[src/rtl/mem_port_arbiter.sv]
// Shares one synchronous single-ported RAM between the fetch and load/store
// ports: per-access arbitration, 1-cycle read latency, acks and stall request.
module mem_port_arbiter #(
  parameter int ADDR_W     = 32,
  parameter int DATA_W     = 32,
  parameter int FIXED_PRIO = 0
) (
  input  logic              clk,
  input  logic              rst,
  input  logic              inst_ce_i,
  input  logic [ADDR_W-1:0] inst_addr_i,
  output logic [DATA_W-1:0] inst_o,
  output logic              inst_ack_o,
  input  logic              data_ce_i,
  input  logic              data_we_i,
  input  logic [ADDR_W-1:0] data_addr_i,
  input  logic [3:0]        data_sel_i,
  input  logic [DATA_W-1:0] data_wdata_i,
  output logic [DATA_W-1:0] data_o,
  output logic              data_ack_o,
  output logic              stallreq_o,
  output logic              mem_ce_o,
  output logic              mem_we_o,
  output logic [ADDR_W-1:0] mem_addr_o,
  output logic [3:0]        mem_sel_o,
  output logic [DATA_W-1:0] mem_wdata_o,
  input  logic [DATA_W-1:0] mem_rdata_i
);

  typedef enum logic [1:0] {
    IDLE,
    I_WAIT,
    D_WAIT
  } state_t;

  state_t state;
  state_t state_nxt;
  logic   last_d;
  logic   last_d_nxt;
  logic   d_we_q;
  logic   req_i;
  logic   req_d;
  logic   gnt_i;
  logic   gnt_d;

  always_comb begin
    inst_ack_o  = (state == I_WAIT) && !rst;
    data_ack_o  = (state == D_WAIT) && !rst;
    // The port being acked this cycle cannot be granted again yet
    req_i       = inst_ce_i && !inst_ack_o && !rst;
    req_d       = data_ce_i && !data_ack_o && !rst;
    gnt_i       = 1'b0;
    gnt_d       = 1'b0;
    if (req_i && req_d) begin
      gnt_d = (FIXED_PRIO != 0) || !last_d;
      gnt_i = !gnt_d;
    end else begin
      gnt_i = req_i;
      gnt_d = req_d;
    end
    mem_ce_o    = 1'b0;
    mem_we_o    = 1'b0;
    mem_addr_o  = '0;
    mem_sel_o   = 4'b0000;
    mem_wdata_o = '0;
    state_nxt   = IDLE;
    last_d_nxt  = last_d;
    unique case (1'b1)
      gnt_d: begin
        mem_ce_o    = 1'b1;
        mem_we_o    = data_we_i;
        mem_addr_o  = data_addr_i;
        mem_sel_o   = data_sel_i;
        mem_wdata_o = data_wdata_i;
        state_nxt   = D_WAIT;
        last_d_nxt  = 1'b1;
      end
      gnt_i: begin
        mem_ce_o    = 1'b1;
        mem_addr_o  = inst_addr_i;
        mem_sel_o   = 4'b1111;
        state_nxt   = I_WAIT;
        last_d_nxt  = 1'b0;
      end
      default: begin
      end
    endcase
    inst_o     = inst_ack_o ? mem_rdata_i : '0;
    data_o     = (data_ack_o && !d_we_q) ? mem_rdata_i : '0;
    stallreq_o = (inst_ce_i && !inst_ack_o) ||
                 (data_ce_i && !data_ack_o);
  end

  // Reset leaves last_d set so the first tie goes to the fetch port
  always_ff @(posedge clk) begin
    if (rst) begin
      state  <= IDLE;
      last_d <= 1'b1;
      d_we_q <= 1'b0;
    end else begin
      state  <= state_nxt;
      last_d <= last_d_nxt;
      if (gnt_d) d_we_q <= data_we_i;
    end
  end

endmodule

[config.mk]
export PLATFORM = sky130hd
export DESIGN_NAME = mem_port_arbiter
export DESIGN_NICKNAME = d
export VERILOG_FILES = /design/src/rtl/mem_port_arbiter.sv
export SDC_FILE = /design/constraint.sdc
export NUM_CORES = 1
export LEC_CHECK = 0
export ABC_AREA = 1
export CELL_PAD_IN_SITES_DETAIL_PLACEMENT = 1
export CELL_PAD_IN_SITES_GLOBAL_PLACEMENT = 2
export CORE_ASPECT_RATIO = 0.9
export CORE_UTILIZATION = 10
export DETAILED_ROUTE_END_ITERATION = 16
export HOLD_SLACK_MARGIN = 0.1
export PLACE_DENSITY_LB_ADDON = 0.1
export RECOVER_POWER = 50
export SKIP_CTS_REPAIR_TIMING = 1
export SLEW_MARGIN = 20
export SYNTH_ARGS = -nofsm -noshare
export SYNTH_HDL_FRONTEND = slang
export SYNTH_SLANG_ARGS = --single-unit
[constraint.sdc]
create_clock -name clk -period 1.1 [get_ports clk]
set_input_delay 0.165 -clock clk [delete_from_list [all_inputs] [get_ports clk]]
set_output_delay 0.165 -clock clk [all_outputs]
set_load 0.05 [all_outputs]
# Word-level counts from Yosys, hierarchy flattened
# Cells that the tools add are included.
# classes
n_mux,11
eq_ne,2
reduce_logical,16
# ops
op,count
32-bit 2-to-1 mux,3
32-bit one-hot mux with 2 select lines,1
1-bit logical AND,8
4-bit one-hot mux with 2 select lines,1
1-bit zero test,5
1-bit 2-to-1 mux,4
2-bit one-hot mux with 2 select lines,1
2-bit by 1-bit equality test with 1-bit output (second input constant),1
2-bit equality test (second input constant),1
1-bit one-hot mux with 2 select lines,1
2-bit nonzero test,1
2-bit OR reduction,1
1-bit logical OR,1
# word_totals
wordCells,32
in_bits,137
out_inout_bits,137
regBits,4

# Depth between registers and ports, before layout
# Gate-level depths: netlist of run 1.
# logic_depth
depth_word,9
depth_mapped,9
depth_no_buf,8

# Least setup slack after synthesis of run 1
# Ideal clock, no wire load.
# synth_path
path_kind,register to output
start,register state[0]
end,output data_o[11]
path_slack_ps,-653
required_time_ps,935
n_path_buf,2
path_stages_with_launch,7
t_arrival_ps,1588
path_cell_list,dfxtp_1 inv_1 nand3_2 or2_1 buf_6 buf_6 nor2_1
# synth_between
elab_chain_len,4
# synth_lines
element,line_no,rtl
from (decl),36,state_t state;
from (signal assigned),101,state <= state_nxt;
2-bit equality test,48,data_ack_o = (state == D_WAIT) && !rst;
1-bit logical AND,48,
1-bit logical AND,89,data_o = (data_ack_o && !d_we_q) ? mem_rdata_i : '0;
32-bit 2-to-1 mux,89,
to (decl),19,"output logic [DATA_W-1:0] data_o,"
# Every way passes these cells.

# Worst setup path after layout of run 1
# layout_path
start,register state[1]
end,output mem_addr_o[0]
# layout_between
elab_chain_len,8
elab_cells_between_ends,14
classes_between,2 x eq/ne; 3 x mux; 9 x reduce/logical
# layout_lines
element,line_no,rtl
2-bit by 1-bit equality test with 1-bit output or 2-bit equality test (tied branches),"47, 48",
1-bit logical AND (on tied branches),"47, 48",
1-bit zero test (on tied branches),"50, 51",
1-bit logical AND (on tied branches) (2 in series),"50, 51",
1-bit logical AND,54,if (req_i && req_d) begin
1-bit 2-to-1 mux,54,
32-bit one-hot mux with 2 select lines *,68,unique case (1'b1)
to (decl),24,"output logic [ADDR_W-1:0] mem_addr_o,"
# Every way passes the cells marked *; elsewhere a longest branch is shown, timed or not.

==> results of run 1 <==
## cell families after synthesis
| group | after synthesis |
|---|---|
| flops | 4 |
| buf+inv | 91 |
| compound gates | 2 |
| simple gates | 216 |
## path summary, 6_finish.rpt
path / startpoint / endpoint / slack (ps) / depth (start not counted)
worst max-delay path: state[1] / mem_addr_o[0] / -530 / 9
worst min-delay path: rst / d_we_q / 270 / 3
worst max register to register: state[1] / last_d / -40 / 6
worst min register to register: d_we_q / d_we_q / 470 / 2
## metrics by stage
step	util, %	power (mW)
6_report	54.46	3.982
5_1_grt	54.46	4.135
4_1_cts	51.69	3.879
3_5_place_dp	51.13	3.295
3_3_place_gp	51.13	3.254
2_1_floorplan	-	1.672
## cell usage after synthesis
| cell | number | share of area (%) |
|---|---|---|
| o211ai_1 | 1 | 0.53 |
| or2_1 | 1 | 0.44 |
| a21oi_1 | 1 | 0.35 |
| buf_4 | 3 | 1.6 |
| inv_2 | 4 | 1.1 |
| nand2_1 | 110 | 29 |
| buf_6 | 7 | 5.6 |
| nand3_2 | 2 | 1.4 |
| inv_4 | 2 | 0.88 |
| nor2_1 | 76 | 20 |
| nand3_4 | 1 | 1.2 |
| buf_2 | 3 | 1.1 |
| nor2_2 | 20 | 8.8 |
| nand2_4 | 2 | 1.6 |
| nand3_1 | 4 | 1.4 |
| dfxtp_1 | 4 | 5.7 |
| inv_1 | 69 | 18 |
| clkbuf_1 | 3 | 0.79 |
## state kept, by name, indices dropped and copies added (netlist names)
signal,count
last_d,1
state,2
d_we_q,1
## power breakdown
| group | internal, mW | switching (mW) | leakage (nW) | total, mW |
|---|---|---|---|---|
| Sequential | 0.157 | 0.00816 | 0.0338 | 0.165 |
| Combinational | 1.60 | 1.64 | 3.01 | 3.24 |
| Clock | 0.465 | 0.109 | 0.0370 | 0.574 |
| Total | 2.22 | 1.76 | 3.09 | 3.98 |
## routing by layer
layer	global-route usage [%]	part of all wire, %	vias to the layer above
met2	29.40	55	157
met1	15.55	34	1363
met3	5.026	10	4
li1	-	-	1456
met4	1.429	0.69	0
met5	0	0	-
## worst reg2reg max path: stages (launching register included)
cell and delay, ps:
dfxtp_2 340, inv_2 50, nand3_4 80, buf_4 260
nand2_1 100, nand2_2 110, o211ai_1 80
## layout make-up
| cell class | count | share of cell area [%] |
|---|---|---|
| sequential | 4 | 1.118 |
| tap | 189 | 3.201 |
| inverter | 75 | 4.217 |
| clock buffer | 3 | 1.016 |
| timing repair buffer | 310 | 62.53 |
| multi-input combinational | 218 | 27.91 |
==> flow_summary.json, run 1 <==
{
  "antenna_found_initial": 0,
  "antenna-diode-count": 0,
  "drc": 0,
  "synth_mux_area_share_pct": 0,
  "syn_area_per_cell_um2": 4.525,
  "drv_slew": 0,
  "status": "complete, but fails checks",
  "min_path_type": "in2reg",
  "power.leakage_nw": 3.085,
  "nets": 749,
  "final_common_cell": "buf_12",
  "cts_buffer_depth": 2,
  "clkSinkCount": 4,
  "initial_utilization_pct": 10.44,
  "ant_nets": 0,
  "dp_slack_ps": -754.0,
  "htree_levels": 1,
  "critPathTopFamily": "buffers and inverters",
  "overflow": 0,
  "cp-start-kind": "flip-flop",
  "synth-adder-area-share_pct": 0,
  "die_h_um": 114.9,
  "fin_ws_ps": -531.5,
  "slowest_delay_ps": 340,
  "synth-xor-area-share_pct": 0,
  "dieArea_um2": 14640,
  "fillerInstances": 1422,
  "period_share_pct": 148.3,
  "drtIter0Drc": 33,
  "rows": 40,
  "crit_chain": "inv_2 > nand3_4 > nand3_4 > nand2_8 > clkinv_8 > clkbuf_16 > nand2_2 > nand2_4 > buf_12",
  "setup_viol": 140,
  "area_growth_pct": 421.6,
  "peakVddDrop_mv": 0.3350,
  "hold_viol_final": 0,
  "routed_wl_um": 11510,
  "worst-path-max-fanout": 7,
  "avgViaCountPerCell": 3.730,
  "core_area_um2": 13560,
  "wl_per_cell_um": 14.40,
  "max_freq_mhz": 612.9,
  "place_congestion": 0.7371,
  "required_ps": 940,
  "clock_latency_ps": 230,
  "cpMostUsedCell": "nand3_4",
  "io_buffers": 273,
  "synth_compound_area_share_pct": 0.8834,
  "first_pass_iters": 4,
  "synth_top_family_by_area": "simple AND/OR/NAND/NOR gates",
  "dp_cells": 784,
  "crit_arrival_ps": 1470,
  "place_area_um2": 6935,
  "drive_gt1_share_pct": 62.13,
  "dp_hpwl_um": 10270,
  "clock_skew_ps": 3.771,
  "clockRootBuffer": "clkbuf_16",
  "seq_area_frac_synth_pct": 5.654,
  "drv_cap": 0,
  "timing.hold.ws_ps": 265.1,
  "path_buf_inv": 4,
  "synthSimpleGateAreaFrac_pct": 64.22,
  "endpoint_kind": "output pin",
  "rsz0062_at_grt": "yes",
  "violations": "setup timing",
  "fin_crit_ps": 1631,
  "multi_input_area_um2": 2062,
  "slowest_stage": "dfxtp_2",
  "grt_max_degree": 24,
  "worst_pin_slew_ps": 276.7,
  "cts_tree": "built",
  "stdcell_count": 799,
  "synthesis.area_um2": 1416,
  "syn_nets": 450,
  "dieWidth_um": 127.5,
  "io_pins": 274,
  "grt_pass1_vias": 3174,
  "slew_headroom_pct": 81.55,
  "vias": 2980,
  "yosys_warnings": 0,
  "syn_inst": 313,
  "yosys.cell_types.count": 18,
  "cts_buffers": 3,
  "grt_usage_pct": 14.84,
  "clk_pin_slew_ps": 30,
  "ys_seq_elements": 4,
  "regArea_um2": 82.58,
  "p_per_area_nw_per_um2": 539.0,
  "setup_tns_ps": -64970,
  "path_class": "reg2out",
  "final_cell_mix": "buf_12, clkdlybuf4s50_1, nor2_4, inv_1, nand2_2",
  "postLayoutCellArea_um2": 7387,
  "grt_pass1_wl_um": 17160
}
(Power assumes the default switching activity.)
==> inputs of run 2 (changes only) <==
Settings changed: CAP_MARGIN set to 20, CELL_PAD_IN_SITES_GLOBAL_PLACEMENT 2 to 1, SKIP_LAST_GASP set to 1.
==> run 2 against run 1 <==
The flow still finishes with violations (setup timing). Combinational power is essentially flat. Power shrank 0.34%. Final cell count shrank 1.1%. Clock power shrank 0.9%. Utilization shrank 0.33 points. Die area is the same. Design area shrank 0.61%. First-iteration DRC count grew 39%. Fmax shrank 2.6%. Largest cell class unchanged. Largest power group unchanged.
==> flow_summary.json, run 2 (synthesis gave the netlist of run 1 again) <==
{
  "cts_buffer_depth": 2,
  "rows": 40,
  "first_pass_iters": 4,
  "final_common_cell": "buf_12",
  "clockRootBuffer": "clkbuf_16",
  "period_share_pct": 152.3,
  "dieArea_um2": 14640,
  "io_pins": 274,
  "rsz0062_at_grt": "yes",
  "clkSinkCount": 4,
  "nets": 740,
  "ant_nets": 0,
  "grt_max_degree": 22,
  "clk_pin_slew_ps": 30,
  "io_buffers": 273,
  "drtIter0Drc": 46,
  "largest_reg_flops": 2,
  "stdcell_count": 790,
  "drv_cap": 0,
  "grt_pass1_wl_um": 16980,
  "cts_buffers": 3,
  "drive_gt1_share_pct": 60.40,
  "fin_crit_ps": 1675,
  "wl_per_cell_um": 14.53,
  "top_register": "state",
  "clock_latency_ps": 220,
  "dp_cells": 782,
  "power.leakage_nw": 3.132,
  "htree_levels": 1,
  "fillerInstances": 1420,
  "dp_hpwl_um": 10120,
  "reg_top3": "state (2), d_we_q (1), last_d (1)",
  "slew_headroom_pct": 69.51,
  "cp-start-kind": "flip-flop",
  "grt_usage_pct": 14.77,
  "required_ps": 940,
  "final_cell_mix": "buf_12, clkdlybuf4s50_1, nor2_4, inv_1, nand2_4",
  "violations": "setup timing",
  "dieWidth_um": 127.5,
  "area_growth_pct": 418.4,
  "drv_slew": 0,
  "path_class": "reg2out",
  "die_h_um": 114.9,
  "core_area_um2": 13560,
  "endpoint_kind": "output pin",
  "vias": 2969,
  "routed_wl_um": 11480,
  "avgViaCountPerCell": 3.758,
  "initial_utilization_pct": 10.44,
  "peakVddDrop_mv": 0.4632,
  "antenna-diode-count": 0,
  "grt_pass1_vias": 3127,
  "drc": 0,
  "fin_ws_ps": -575.4,
  "p_per_area_nw_per_um2": 540.4,
  "status": "complete, but fails checks",
  "crit_arrival_ps": 1510,
  "finalPower_mw": 3.968,
  "setup_viol": 140,
  "place_area_um2": 6933,
  "place_congestion": 0.7269,
  "cts_tree": "built",
  "hold_viol_final": 0,
  "postLayoutCellArea_um2": 7342,
  "antenna_found_initial": 0,
  "clock_skew_ps": 0.5603,
  "max_freq_mhz": 596.9,
  "min_path_type": "in2reg",
  "worst_pin_slew_ps": 457.4,
  "worst-path-max-fanout": 7,
  "overflow": 0,
  "dp_slack_ps": -705.2
}
[run 2: cell count changes in the layout (fill, tap and decap cells not counted), moves of 2 or more]
cell / previous run / this run
buf_4: 15 / 12
nand2_4: 41 / 55
buf_8: 5 / 1
buf_6: 4 / 2
nand2_1: 26 / 31
nand2_2: 43 / 23
[run 2: area by class of cell]
type | instances | area [um^2] | share of cell area [%]
Inverter | 75 | 314.1 | 4.277
Tap cell | 189 | 236.5 | 3.221
Sequential cell | 4 | 85.08 | 1.159
Clock buffer | 3 | 75.07 | 1.022
Multi-Input combinational cell | 218 | 2112 | 28.77
Timing Repair Buffer | 301 | 4519 | 61.55
[run 2: final timing paths]
kind | to | cells after the start | slack, ps | startpoint
worst min-delay path | d_we_q | 2 | 170 | rst
worst max register to register | state[0] | 8 | -80 | state[1]
worst min register to register | d_we_q | 2 | 470 | d_we_q
worst max-delay path | mem_addr_o[1] | 9 | -580 | state[1]
[run 2: per-layer routing]
metal / wire [um] / GRT usage, %
met5: 0 / 0
met2: 6633 / 30.42
met4: 142 / 3.254
met3: 874 / 3.630
met1: 3824 / 14.77
[run 2: through the flow]
step / TNS (ps) / utilization (%) / hold WS (ps)
3_5_place_dp: -87530 / 51.12 / 466.1
5_1_grt: -76010 / 54.13 / 189.7
4_1_cts: -88690 / 51.67 / 477.4
3_3_place_gp: -83180 / 51.12 / 449.8
2_1_floorplan: -29110 / - / 234.1
6_report: -66940 / 54.13 / 171.3
[run 2: worst max-delay path, cell delays in order, from the launching register on]
cell       delay, ps
dfxtp_4          360
inv_4             40
nand3_4           90
nand3_4          110
nand2_8          140
clkinv_8         100
clkbuf_16        170
nand2_2           70
nand2_4           50
buf_12           140
[run 2: report_power, final]
group	leakage, nW	internal (mW)	switching, mW
sequential	0.0341	0.156	0.00930
clock	0.0370	0.465	0.105
combinational	3.06	1.58	1.65
==> inputs of run 3 (changes only) <==
Settings changed: HOLD_SLACK_MARGIN 0.1 to 0.12.
==> results of run 3 <==
Final layout, timing and power as in run 2 (identical DEF).
